===== config.mk =====
export PLATFORM = sky130hd
export DESIGN_NAME = laneswitch_ctrl
export DESIGN_NICKNAME = d
export VERILOG_FILES = /design/src/rtl/laneswitch_ctrl_pkg.sv /design/src/rtl/laneswitch_drain_timer.sv /design/src/rtl/laneswitch_ctrl.sv
export SDC_FILE = /design/constraint.sdc
export NUM_CORES = 1
export LEC_CHECK = 0
export BUFFER_PORTS_ARGS = -buffer_cell sky130_fd_sc_hd__buf_4
export CORE_ASPECT_RATIO = 0.6
export CORE_MARGIN = 4
export CORE_UTILIZATION = 35
export DETAILED_ROUTE_END_ITERATION = 16
export PLACE_DENSITY = 0.67
export SYNTH_ARGS = -nofsm -noshare
export SYNTH_HDL_FRONTEND = slang
export SYNTH_SLANG_ARGS = --single-unit

===== constraint.sdc =====
create_clock -name clk -period 4.7 [get_ports clk]
set_input_delay 0.705 -clock clk [delete_from_list [all_inputs] [get_ports clk]]
set_output_delay 0.705 -clock clk [all_outputs]
set_load 0.01 [all_outputs]

===== src/rtl/laneswitch_ctrl_pkg.sv =====
// laneswitch_pkg: shared types and defaults for the laneswitch ownership
// controller (laneswitch_ctrl) and its drain timer.
package laneswitch_pkg;

  // Ownership FSM states; the encoding is also exported on state_dbg.
  typedef enum logic [2:0] {
    IDLE   = 3'd0,
    OWN0   = 3'd1,
    DRAIN0 = 3'd2,
    OWN1   = 3'd3,
    DRAIN1 = 3'd4
  } state_e;

  localparam int DEF_DRAIN_CYCLES   = 2;
  localparam int DEF_CNT_WIDTH      = 8;
  localparam int DEF_TIMEOUT_CYCLES = 256;

  // Encoding of the laneswitch select.
  localparam logic LANE0_SEL = 1'b0;
  localparam logic LANE1_SEL = 1'b1;

  // True in the states where neither lane holds the buffer.
  function automatic logic is_drain(input state_e s);
    return (s == DRAIN0) || (s == DRAIN1);
  endfunction

endpackage


===== src/rtl/laneswitch_drain_timer.sv =====
// laneswitch_drain_timer: counts consecutive idle cycles of the laneswitch
// `active` flag while the controller sits in a drain state.
// With LANESWITCH_CTRL_TIMEOUT_EN defined, it also hosts a drain watchdog
// that expires after TIMEOUT_CYCLES cycles in the drain state.
module laneswitch_drain_timer
  import laneswitch_pkg::*;
#(
  parameter int DRAIN_CYCLES   = DEF_DRAIN_CYCLES,
  parameter int TIMEOUT_CYCLES = DEF_TIMEOUT_CYCLES
) (
  input  logic clk,
  input  logic reset,
  input  logic clr,
  input  logic active,
  output logic done,
  output logic wd_expired
);

  // Reject parameter values the counters cannot represent.
  if (DRAIN_CYCLES < 1 || DRAIN_CYCLES > 15 || TIMEOUT_CYCLES < 1) begin : g_bad_param
    $error("laneswitch_drain_timer: illegal DRAIN_CYCLES or TIMEOUT_CYCLES");
  end

  logic [3:0] idle_cnt;

  // done fires in the cycle that completes DRAIN_CYCLES idle cycles in a row.
  assign done = !clr && !active && (idle_cnt == 4'(DRAIN_CYCLES - 1));

  // Idle-run counter: any active cycle, a completed drain, or leaving the
  // drain state restarts the run.
  always_ff @(posedge clk or negedge reset) begin
    if (!reset) begin
      idle_cnt <= 4'd0;
    end else if (clr || active || done) begin
      idle_cnt <= 4'd0;
    end else begin
      idle_cnt <= idle_cnt + 4'd1;
    end
  end

`ifdef LANESWITCH_CTRL_TIMEOUT_EN
  localparam int WD_W = $clog2(TIMEOUT_CYCLES + 1);

  logic [WD_W-1:0] wd_cnt;

  // Expires in the TIMEOUT_CYCLES-th cycle spent in the drain state.
  assign wd_expired = !clr && (wd_cnt == WD_W'(TIMEOUT_CYCLES - 1));

  // Watchdog: counts every drain cycle regardless of active, cleared outside.
  always_ff @(posedge clk or negedge reset) begin
    if (!reset) begin
      wd_cnt <= '0;
    end else if (clr) begin
      wd_cnt <= '0;
    end else if (!wd_expired) begin
      wd_cnt <= wd_cnt + 1'b1;
    end
  end
`else
  // No watchdog: drain states wait for the idle run indefinitely.
  assign wd_expired = 1'b0;
`endif

endmodule


===== src/rtl/laneswitch_ctrl.sv =====
// laneswitch_ctrl: ping-pong ownership controller for the shared 2-port
// buffer in front of the laneswitch mux. Hands the buffer alternately to
// lane0 (producer) and lane1 (consumer) and drives the laneswitch select.
// Optional drain watchdog: define LANESWITCH_CTRL_TIMEOUT_EN.
//
// Lane protocol: a lane may issue memory requests only while its grant level
// is high; its start pulse marks the first cycle of a new grant. The owning
// lane hands the buffer back with a single-cycle done pulse, after which the
// grant drops on the next edge. The select only toggles once `active` has
// been low for DRAIN_CYCLES consecutive cycles. A done pulse from a lane that
// does not currently own the buffer is a protocol error (sticky proto_err).
module laneswitch_ctrl
  import laneswitch_pkg::*;
#(
  parameter int DRAIN_CYCLES   = DEF_DRAIN_CYCLES,
  parameter int CNT_WIDTH      = DEF_CNT_WIDTH,
  parameter int TIMEOUT_CYCLES = DEF_TIMEOUT_CYCLES
) (
  input  logic                 clk,
  input  logic                 reset,
  input  logic                 enable,
  input  logic                 active,
  input  logic                 fault,
  input  logic                 lane0_done,
  input  logic                 lane1_done,
  output logic                 switch,
  output logic                 lane0_grant,
  output logic                 lane1_grant,
  output logic                 lane0_start,
  output logic                 lane1_start,
  output logic [CNT_WIDTH-1:0] swap_cnt,
  output logic [CNT_WIDTH-1:0] fault_cnt,
  output logic                 proto_err,
  output logic                 timeout,
  output state_e               state_dbg
);

  state_e               state, state_n;
  logic                 switch_n;
  logic                 lane0_grant_n, lane1_grant_n;
  logic                 lane0_start_n, lane1_start_n;
  logic [CNT_WIDTH-1:0] swap_cnt_n;
  logic                 proto_err_n;
  logic                 drain_done;
  logic                 wd_expired;
  logic                 drain_go;

  assign state_dbg = state;
  assign drain_go  = drain_done || wd_expired;

  laneswitch_drain_timer #(
    .DRAIN_CYCLES   (DRAIN_CYCLES),
    .TIMEOUT_CYCLES (TIMEOUT_CYCLES)
  ) u_drain_timer (
    .clk        (clk),
    .reset      (reset),
    .clr        (!is_drain(state)),
    .active     (active),
    .done       (drain_done),
    .wd_expired (wd_expired)
  );

  // Next state and next values of every registered output.
  always_comb begin
    state_n       = state;
    switch_n      = switch;
    lane0_grant_n = 1'b0;
    lane1_grant_n = 1'b0;
    lane0_start_n = 1'b0;
    lane1_start_n = 1'b0;
    swap_cnt_n    = swap_cnt;
    proto_err_n   = proto_err;
    case (state)
      IDLE: begin
        if (enable) begin
          state_n       = OWN0;
          switch_n      = LANE0_SEL;
          lane0_grant_n = 1'b1;
          lane0_start_n = 1'b1;
        end
      end
      OWN0: begin
        lane0_grant_n = 1'b1;
        if (lane1_done) proto_err_n = 1'b1;
        if (lane0_done) begin
          state_n       = DRAIN0;
          lane0_grant_n = 1'b0;
        end
      end
      DRAIN0: begin
        if (lane0_done || lane1_done) proto_err_n = 1'b1;
        if (drain_go) begin
          state_n       = OWN1;
          switch_n      = LANE1_SEL;
          lane1_grant_n = 1'b1;
          lane1_start_n = 1'b1;
          swap_cnt_n    = swap_cnt + CNT_WIDTH'(1);
        end
      end
      OWN1: begin
        lane1_grant_n = 1'b1;
        if (lane0_done) proto_err_n = 1'b1;
        if (lane1_done) begin
          state_n       = DRAIN1;
          lane1_grant_n = 1'b0;
        end
      end
      DRAIN1: begin
        if (lane0_done || lane1_done) proto_err_n = 1'b1;
        if (drain_go) begin
          state_n       = OWN0;
          switch_n      = LANE0_SEL;
          lane0_grant_n = 1'b1;
          lane0_start_n = 1'b1;
          swap_cnt_n    = swap_cnt + CNT_WIDTH'(1);
        end
      end
      default: begin
        state_n  = IDLE;
        switch_n = LANE0_SEL;
      end
    endcase
  end

  // State and output registers; reset returns the mux to lane0 at once.
  always_ff @(posedge clk or negedge reset) begin
    if (!reset) begin
      state       <= IDLE;
      switch      <= LANE0_SEL;
      lane0_grant <= 1'b0;
      lane1_grant <= 1'b0;
      lane0_start <= 1'b0;
      lane1_start <= 1'b0;
      swap_cnt    <= '0;
      proto_err   <= 1'b0;
    end else begin
      state       <= state_n;
      switch      <= switch_n;
      lane0_grant <= lane0_grant_n;
      lane1_grant <= lane1_grant_n;
      lane0_start <= lane0_start_n;
      lane1_start <= lane1_start_n;
      swap_cnt    <= swap_cnt_n;
      proto_err   <= proto_err_n;
    end
  end

  // Fault cycles are counted in every state and saturate at all-ones.
  always_ff @(posedge clk or negedge reset) begin
    if (!reset) begin
      fault_cnt <= '0;
    end else if (fault && (fault_cnt != {CNT_WIDTH{1'b1}})) begin
      fault_cnt <= fault_cnt + CNT_WIDTH'(1);
    end
  end

`ifdef LANESWITCH_CTRL_TIMEOUT_EN
  // Sticky watchdog flag, set on the edge of the forced toggle.
  always_ff @(posedge clk or negedge reset) begin
    if (!reset) begin
      timeout <= 1'b0;
    end else if (wd_expired) begin
      timeout <= 1'b1;
    end
  end
`else
  assign timeout = 1'b0;
`endif

endmodule


# == After elaboration in Yosys (flattened, before gate mapping) ==
# Index checks and enable logic that the tools add are counted.
# totals
reg_bits,29
latch_bits,0
ram_bits,0
romBits,0
input_bits,7
output_inout_bits,26
elab_cells,68
mem_count,0
# classes
addsub,3
mul,0
div,0
order_cmp,0
n_eq_ne,14
n_shift,0
muxes,23
bitwise,1
n_reduce_logical,17
# ops
cell,count
$add 8x1->8 const B,2
$mux 3,5
$pmux 3 s5,1
$mux 1,11
$ne 2x2->1 const B,5
$ne 8x8->1 const B,1
$reduce_and 4->1,2
$eq 3x2->1 const B,2
$ne 2x1->1 const B,3
$pmux 1 s3,2
$reduce_and 5->1,1
$add 4x1->4 const B,1
$eq 4x1->1 const B,1
$logic_or 1x1->1,4
$mux 4,1
$pmux 1 s2,2
$pmux 1 s4,1
$reduce_or 2->1,2
$eq 3x1->1 const B,1
$eq 3x3->1 const B,1
$logic_and 1x1->1,3
$logic_not 3->1,1
$reduce_bool 3->1,1
$logic_not 1->1,2
2 further kinds,2

# == Depth between registers and ports, before layout ==
# Gate-level depths: netlist of run 1.
# depth
word_depth,6
ltp_mapped,7
ltp_nobuf,6

# == Hierarchy ==
# From an unflattened synthesis of run 1, not the netlist that was laid out.
# hier_totals
cells_unflattened,139
area_unflattened_um2,1428.9
# by_module_without_submodules
module,instances,cells_per_inst,area_per_inst_um2,seq_area_each_um2
laneswitch_ctrl,1,117,1208.7,625.6
laneswitch_drain_timer,1,22,220.2,100.1

# == Worst setup path before layout of run 1 ==
# No wires, ideal clock.
# synth_path
path_type,flip-flop to flip-flop
startpoint,reg u_drain_timer.idle_cnt[1]
endpoint,reg switch
setup_time_ps,127
arrival_ps,1732
required_ps,4573
slack_ps,2841
stages_incl_launch_ff,7
path_buffers,0
synth_period_minus_slack_ps,1859
path_cell_list,dfrtp_1 -> inv_1 -> ha_1 -> or3b_4 -> nor4_4 -> nor2_1 -> a311o_2
# synth_via
elab_chain_len,4
word_cells_on_any_way,5
cone_classes,eq/ne (3); reduce/logical (2)
# synth_rtl
element,line,text
from (decl),laneswitch_drain_timer.sv:24,logic [3:0] idle_cnt;
from (signal assigned),laneswitch_drain_timer.sv:37,idle_cnt <= idle_cnt + 4'd1;
$eq 4x1->1 (*),laneswitch_drain_timer.sv:27,assign done = !clr && !active && (idle_cnt == 4'(DRAIN_CYCLES - 1));
$logic_and 1x1->1 (*),laneswitch_drain_timer.sv:27,
$ne 2x1->1 (no line),--,
$reduce_and 4->1 (no line) (*),--,
to (signal assigned),laneswitch_ctrl.sv:138,switch <= switch_n;
to (decl),laneswitch_ctrl.sv:26,"output logic switch,"
# Mark *: on every way between the ends. The rest lies on a longest branch, timed or not.
# A chain may end at the register's enable or synchronous reset.

# == Worst setup path after layout of run 1 ==
# Ends and elaborated chain as after synthesis.

==> impl_metrics.env, run 1 <==
export IMPL_synth_xor_area_share_pct=7.61
export IMPL_io_buffers=31
export IMPL_crit_path_cell_trace="inv_1 > ha_1 > or3b_4 > nor4_4 > nor2_1 > a311o_2"
export IMPL_die_w_um=89.1
export IMPL_tightest_slew_ns=0.496
export IMPL_arrival_ns=2.19
export IMPL_startpoint_type="flop"
export IMPL_cts_setup_buffers=0
export IMPL_drive_gt1_share_pct=27.5
export IMPL_grt_pass1_vias=982
export IMPL_ys_seq_area_share_pct=52.5
export IMPL_slew_headroom_pct=66.7
export IMPL_grt_overflow=0
export IMPL_initial_core_util_pct=36.9
export IMPL_place_inst=199
export IMPL_synth_flop_cell="dfrtp_1"
export IMPL_regToRegSetupSlack_ns=2.68
export IMPL_synth_area_mm2=0.00138
export IMPL_io_pins=33
export IMPL_rows=17
export IMPL_clk_pin_slew_ns=0.06
export IMPL_diodes=0
export IMPL_slowest_delay_ns=0.46
export IMPL_cp_max_fo=9
export IMPL_htreeDepth=2
export IMPL_synth_adder_area_share_pct=3.62
export IMPL_postCtsResizedCells=0
export IMPL_area_growth_pct=24.6
export IMPL_syn_inst=126
export IMPL_post_route_period_util_pct=43.1
export IMPL_register_area_um2=726
export IMPL_synth_warnings=0
export IMPL_synth_top_cell_by_area="dfrtp_1"
export IMPL_synth_distinct_cells=33
export IMPL_clock_sinks=29
export IMPL_drv_slew=0
export IMPL_synth_common_cells="dfrtp_1, xnor2_1, nand2_1, nor2_1, nand4_1"
export IMPL_synth_top_area_share_pct=52.5
export IMPL_synthSimpleGateAreaFrac_pct=20.1
export IMPL_nets=170
export IMPL_rsz0062_at_grt="false"
export IMPL_die_area_mm2=0.00505
export IMPL_synth_seq_cells=29
export IMPL_fillers=357
export IMPL_drt_iter0_drc=80
export IMPL_min_path_type="in2async"
export IMPL_cpMaxStageDelayCell="nor4_4"
export IMPL_cts_tree="yes"
export IMPL_syn_nets=137
export IMPL_vdd_drop_max_v=0.000199
export IMPL_hold_violations=0
export IMPL_clk_path_buf_depth=2
export IMPL_core_mm2=0.00374
export IMPL_yosysMostFrequentCell="dfrtp_1"
export IMPL_p_leak_nw=0.807
export IMPL_powerDensity_mw_per_mm2=541
export IMPL_ctsHoldBuffers=0
export IMPL_gp_congestion=0.856
export IMPL_path_class="reg2reg"
export IMPL_setup_viol=0
export IMPL_cp_required_ns=4.86
export IMPL_post_dp_hpwl_um=2090
export IMPL_clockRootBuffer="clkbuf_8"
export IMPL_grt_usage_pct=12.7
export IMPL_synth_compound_area_share_pct=7.79
export IMPL_drtAntennaViolNets=0
export IMPL_synthTopCellsByArea="dfrtp_1, xnor2_1, ha_1"
export IMPL_num_vias=1049
export IMPL_die_h_um=56.7
export IMPL_synth_top_family_by_area="simple AND/OR/NAND/NOR gates"
export IMPL_fmax_mhz=494
export IMPL_drc=0
export IMPL_syn_avg_cell_area_um2=11.0
export IMPL_grt_max_degree=30
export IMPL_cts_inserted_buffers=5
export IMPL_synthMuxAreaShare_pct=4.53
export IMPL_drv_cap=0
export IMPL_dr_pass1_iters=4
export IMPL_tns_ns=0
export IMPL_fin_crit_ns=2.02
export IMPL_status="finished, final reports clean"
export IMPL_crit_path_end_kind="flop"
export IMPL_antenna_found_initial=0
export IMPL_routedWlPerCell_um=13.6
export IMPL_grt_pass1_wl_um=4910
export IMPL_insertion_delay_ns=0.27
export IMPL_routed_wl_um=2810
export IMPL_clock_skew_final_ns=0.00618
export IMPL_multi_input_area_um2=607
export IMPL_async_flop_share_pct=100
export IMPL_synth_edf_count=0
export IMPL_final_cells=207
export IMPL_via_per_inst=5.07
==> cells in the final DEF, fill, tap and decap left out, types with 2 or more instances in the layout <==
master     n
dfrtp_1   29
nand4_1    8
inv_1      4
a31oi_1    2
mux2_2     2
nand2_1   10
a21oi_1    5
a211oi_1   2
nor3_1     3
mux2i_1    4
nand3_1    7
buf_4     31
nor2_1    10
and3_1     3
xnor2_1   12
clkbuf_8   5
o21ai_0    2
ha_1       4
clkinv_2   2
==> path summary, 6_finish.rpt <==
path                                      startpoint                         to  cells after the start
max in group asynchronous                      reset  u_drain_timer.idle_cnt[2]                      1
min in group clk                           proto_err                  proto_err                      1
max                        u_drain_timer.idle_cnt[1]                     switch                      6
max reg2reg                u_drain_timer.idle_cnt[1]                     switch                      6
min                                            reset               fault_cnt[3]                      1
min reg2reg                                proto_err                  proto_err                      1
==> logic make-up (layout without fill, tap and decap cells) <==
kind of cell             after synthesis  count (layout)
other                                  1               1
AO/OA/AOI/OAI                         16              16
AND/OR/NAND/NOR                       49              49
buffers and inverters                  9              43
adder cells (fa/ha/maj)                4               4
multiplexers                           6               6
XOR/XNOR                              12              12
flip-flops                            29              29
==> worst max-delay path, delay by kind of cell (launching register included) <==
| kind | cells | cell delay, ns |
|---|---|---|
| flops | 1 | 0.39 |
| fa+ha+maj | 1 | 0.14 |
| compound gates | 1 | 0.36 |
| simple gates | 3 | 0.97 |
| buf+inv | 1 | 0.07 |
==> area by class of cell <==
class | instances | area share (%)
Clock buffer | 6 | 4.22
Inverter | 4 | 0.872
Multi-Input combinational cell | 88 | 35.2
Sequential cell | 29 | 42.2
Timing Repair Buffer | 31 | 13.5
Clock inverter | 2 | 0.581
Tap cell | 47 | 3.42
==> layer usage <==
metal / track usage [%] / vias to the layer above / part of all wire, %
met5: 0 / - / 0
met4: 3.82 / 0 / 0.96
met3: 4.69 / 4 / 8.0
met2: 16.3 / 34 / 41
met1: 19.4 / 499 / 50
li1: - / 512 / -
==> per-stage QoR <==
| step | utilization (%) | power (mW) | worst slack, ns | area, um2 | hold slack [ns] |
|---|---|---|---|---|---|
| finish | 46.0 | 0.931 | 2.68 | 1720 | 0.339 |
| floorplan | - | 0.604 | 2.84 | 1380 | 0.409 |
| global placement | 43.8 | 0.735 | 2.73 | 1640 | 0.461 |
| global route | 46.0 | 1.01 | 2.55 | 1720 | 0.364 |
| detailed placement | 43.8 | 0.746 | 2.68 | 1640 | 0.461 |
| CTS | 46.0 | 0.944 | 2.67 | 1720 | 0.354 |
==> power by group <==
group / switching [mW] / leakage [nW] / internal, mW
sequential: 0.104 / 0.372 / 0.316
clock: 0.0888 / 0.0450 / 0.102
combinational: 0.159 / 0.389 / 0.162
==> flip-flops by register name, summed over array words and instances (netlist names) <==
register and cells:
fault_cnt 8, lane0_grant 1, lane0_start 1, lane1_grant 1
lane1_start 1, proto_err 1, state_dbg 3, swap_cnt 8
switch 1, u_drain_timer.idle_cnt 4
Power figures use the tool's default switching activity.
==> inputs of run 2 (changes only) <==
--- a/config.mk
+++ b/config.mk
@@ -5,12 +5,13 @@
 export SDC_FILE = /design/constraint.sdc
 export NUM_CORES = 1
 export LEC_CHECK = 0
+export ABC_AREA = 1
 export BUFFER_PORTS_ARGS = -buffer_cell sky130_fd_sc_hd__buf_4
 export CORE_ASPECT_RATIO = 0.6
 export CORE_MARGIN = 4
 export CORE_UTILIZATION = 35
 export DETAILED_ROUTE_END_ITERATION = 16
-export PLACE_DENSITY = 0.67
+export PLACE_DENSITY = 0.68
 export SYNTH_ARGS = -nofsm -noshare
 export SYNTH_HDL_FRONTEND = slang
 export SYNTH_SLANG_ARGS = --single-unit
==> constraint.sdc (replaced) <==
create_clock -name clk -period 1.7 [get_ports clk]
set_input_delay 0.255 -clock clk [delete_from_list [all_inputs] [get_ports clk]]
set_output_delay 0.255 -clock clk [all_outputs]
set_load 0.01 [all_outputs]
==> run 2 against run 1 <==
  * Critical path depth grew 2
  * Area after synthesis grew 12%
  * Via count grew 23%
  * Combinational power grew to 3.4 times the previous value
  * Setup slack lost 2.4 ns
  * Clock skew grew 0.00065 ns
  * First-iteration DRC count shrank 2.5%
  * Sequential share of layout area shrank 5.0 points
  * Largest cell class unchanged
  * Largest power group unchanged
==> impl_metrics.env, run 2 <==
export IMPL_dr_pass1_iters=4
export IMPL_regToRegSetupSlack_ns=0.23
export IMPL_reg2reg_from="fault_cnt[0]"
export IMPL_cp_required_ns=1.87
export IMPL_crit_path_end_kind="flop"
export IMPL_most_common_layout_cells="nand2_1, buf_4, dfrtp_1, inv_1, nor2_1"
export IMPL_arrival_ns=1.64
export IMPL_syn_nets=205
export IMPL_startpoint_type="flop"
export IMPL_layout_setup_ws_ns=0.229
export IMPL_final_cells=293
export IMPL_grt_overflow=0
export IMPL_reg_top3="fault_cnt x8, swap_cnt x8, u_drain_timer.idle_cnt x4"
export IMPL_synth_seq_cells=29
export IMPL_r2r_cells=8
export IMPL_status="finished, final reports clean"
export IMPL_die_h_um=59.4
export IMPL_synth_warnings=0
export IMPL_post_dp_hpwl_um=2440
export IMPL_async_flop_share_pct=100
export IMPL_power_mw=2.79
export IMPL_powerDensity_mw_per_mm2=1430
export IMPL_setup_viol=0
export IMPL_synth_edf_count=0
export IMPL_antenna_found_initial=0
export IMPL_synth_flop_cell="dfrtp_1"
export IMPL_routed_wl_um=3240
export IMPL_num_vias=1290
export IMPL_synth_common_cells="nand2_1, dfrtp_1, inv_1"
export IMPL_nets=243
export IMPL_drv_cap=0
export IMPL_post_route_period_util_pct=86.5
export IMPL_drive_gt1_share_pct=22.3
export IMPL_place_inst=284
export IMPL_ctsHoldBuffers=1
export IMPL_rows=18
export IMPL_cts_tree="yes"
export IMPL_grt_usage_pct=13.3
export IMPL_vdd_drop_max_v=0.000676
export IMPL_clockRootBuffer="clkbuf_8"
export IMPL_ys_seq_area_share_pct=47.0
export IMPL_path_class="reg2reg"
export IMPL_io_pins=33
export IMPL_syn_inst=194
export IMPL_die_w_um=93.7
export IMPL_syn_avg_cell_area_um2=7.95
export IMPL_via_per_inst=4.40
export IMPL_rsz0062_at_grt="false"
export IMPL_drv_slew=0
export IMPL_drc=0
export IMPL_postCtsResizedCells=0
export IMPL_diodes=0
export IMPL_initial_core_util_pct=36.8
export IMPL_die_area_mm2=0.00557
export IMPL_final_util_pct=46.7
export IMPL_synth_area_mm2=0.00154
export IMPL_p_leak_nw=1.08
export IMPL_htreeDepth=2
export IMPL_routedWlPerCell_um=11.0
export IMPL_gp_congestion=0.780
export IMPL_holdCritStartpoint="enable"
export IMPL_clk_path_buf_depth=2
export IMPL_clk_pin_slew_ns=0.06
export IMPL_grt_pass1_vias=1267
export IMPL_synth_distinct_cells=24
export IMPL_yosysMostFrequentCell="nand2_1"
export IMPL_hold_violations=0
export IMPL_synth_top_area_share_pct=47.0
export IMPL_cp_max_fo=10
export IMPL_drtAntennaViolNets=0
export IMPL_grt_max_degree=30
export IMPL_synth_top_cell_by_area="dfrtp_1"
export IMPL_final_common_cell="nand2_1"
export IMPL_crit_end="fault_cnt[3]"
export IMPL_crit_path_start="fault_cnt[0]"
export IMPL_clock_sinks=29
export IMPL_fmax_mhz=680
export IMPL_clock_skew_final_ns=0.00683
export IMPL_io_buffers=31
export IMPL_synthTopCellsByArea="dfrtp_1, nand2_1, inv_1"
export IMPL_fin_crit_ns=1.47
export IMPL_drt_iter0_drc=78
export IMPL_tns_ns=0
export IMPL_cts_inserted_buffers=5
export IMPL_pre_cts_ws_ns=0.240
export IMPL_cts_setup_buffers=0
export IMPL_r2r_end="fault_cnt[3]"
export IMPL_min_path_type="in2reg"
export IMPL_grt_pass1_wl_um=5730
export IMPL_area_growth_pct=26.7
export IMPL_fillers=425
export IMPL_core_mm2=0.00419
export IMPL_insertion_delay_ns=0.28
-- run 2: worst max-delay path, cell delays in order, from the launching register on --
cell and delay, ns:
dfrtp_1 0.42, ha_1 0.21, nand3_1 0.11, nor2_2 0.18, nand3_2 0.12, nand2_4 0.14
inv_2 0.07, nand2_1 0.06, nand2_1 0.05
-- run 2: kinds of logic (layout without fill, tap and decap cells) --
family	after synthesis	in the layout	synth area share (%)
and+or+nand+nor	108	108	31.5
DFF	29	29	47.0
xor gates and xnor gates	10	10	5.68
AOI/OAI and AO/OA	12	12	4.46
adders and majority gates	4	4	3.24
buffers and inverters	30	69	7.87
other	1	1	0.243
-- run 2: metrics by stage --
step | cell area [um2] | hold WS [ns]
after floorplan | 1540 | -0.0406
after global placement | 1840 | 0.207
after detailed placement | 1840 | 0.207
after CTS | 1950 | 0.218
after global routing | 1950 | 0.260
final | 1950 | 0.227
-- run 2: final cells by class --
type | count | area, um2 | area share (%)
Sequential cell | 29 | 726 | 37.1
Multi-Input combinational cell | 135 | 696 | 35.6
Timing Repair Buffer | 32 | 243 | 12.4
Inverter | 29 | 114 | 5.83
Clock buffer | 7 | 96.3 | 4.93
Tap cell | 60 | 75.1 | 3.84
Clock inverter | 1 | 5.00 | 0.256
-- run 2: power breakdown --
group	switching, mW	internal (mW)	leakage, nW
clock	0.259	0.365	0.0542
sequential	0.208	0.869	0.371
combinational	0.602	0.482	0.650
-- run 2: per-layer routing --
layer  track usage [%]  part of all wire, %
met1              18.3                   50
met2              19.1                   42
met3              5.58                  7.3
met4              4.32                  1.1
met5                 0                    0
-- run 2: how the worst min path moves through the flow --
stage | end | cells after the start
after CTS | lane0_start | 3
final | lane0_start | 3
after global placement | fault_cnt[2] | 1
after global routing | lane0_start | 3
after floorplan | fault_cnt[0] | 0
after detailed placement | fault_cnt[4] | 1
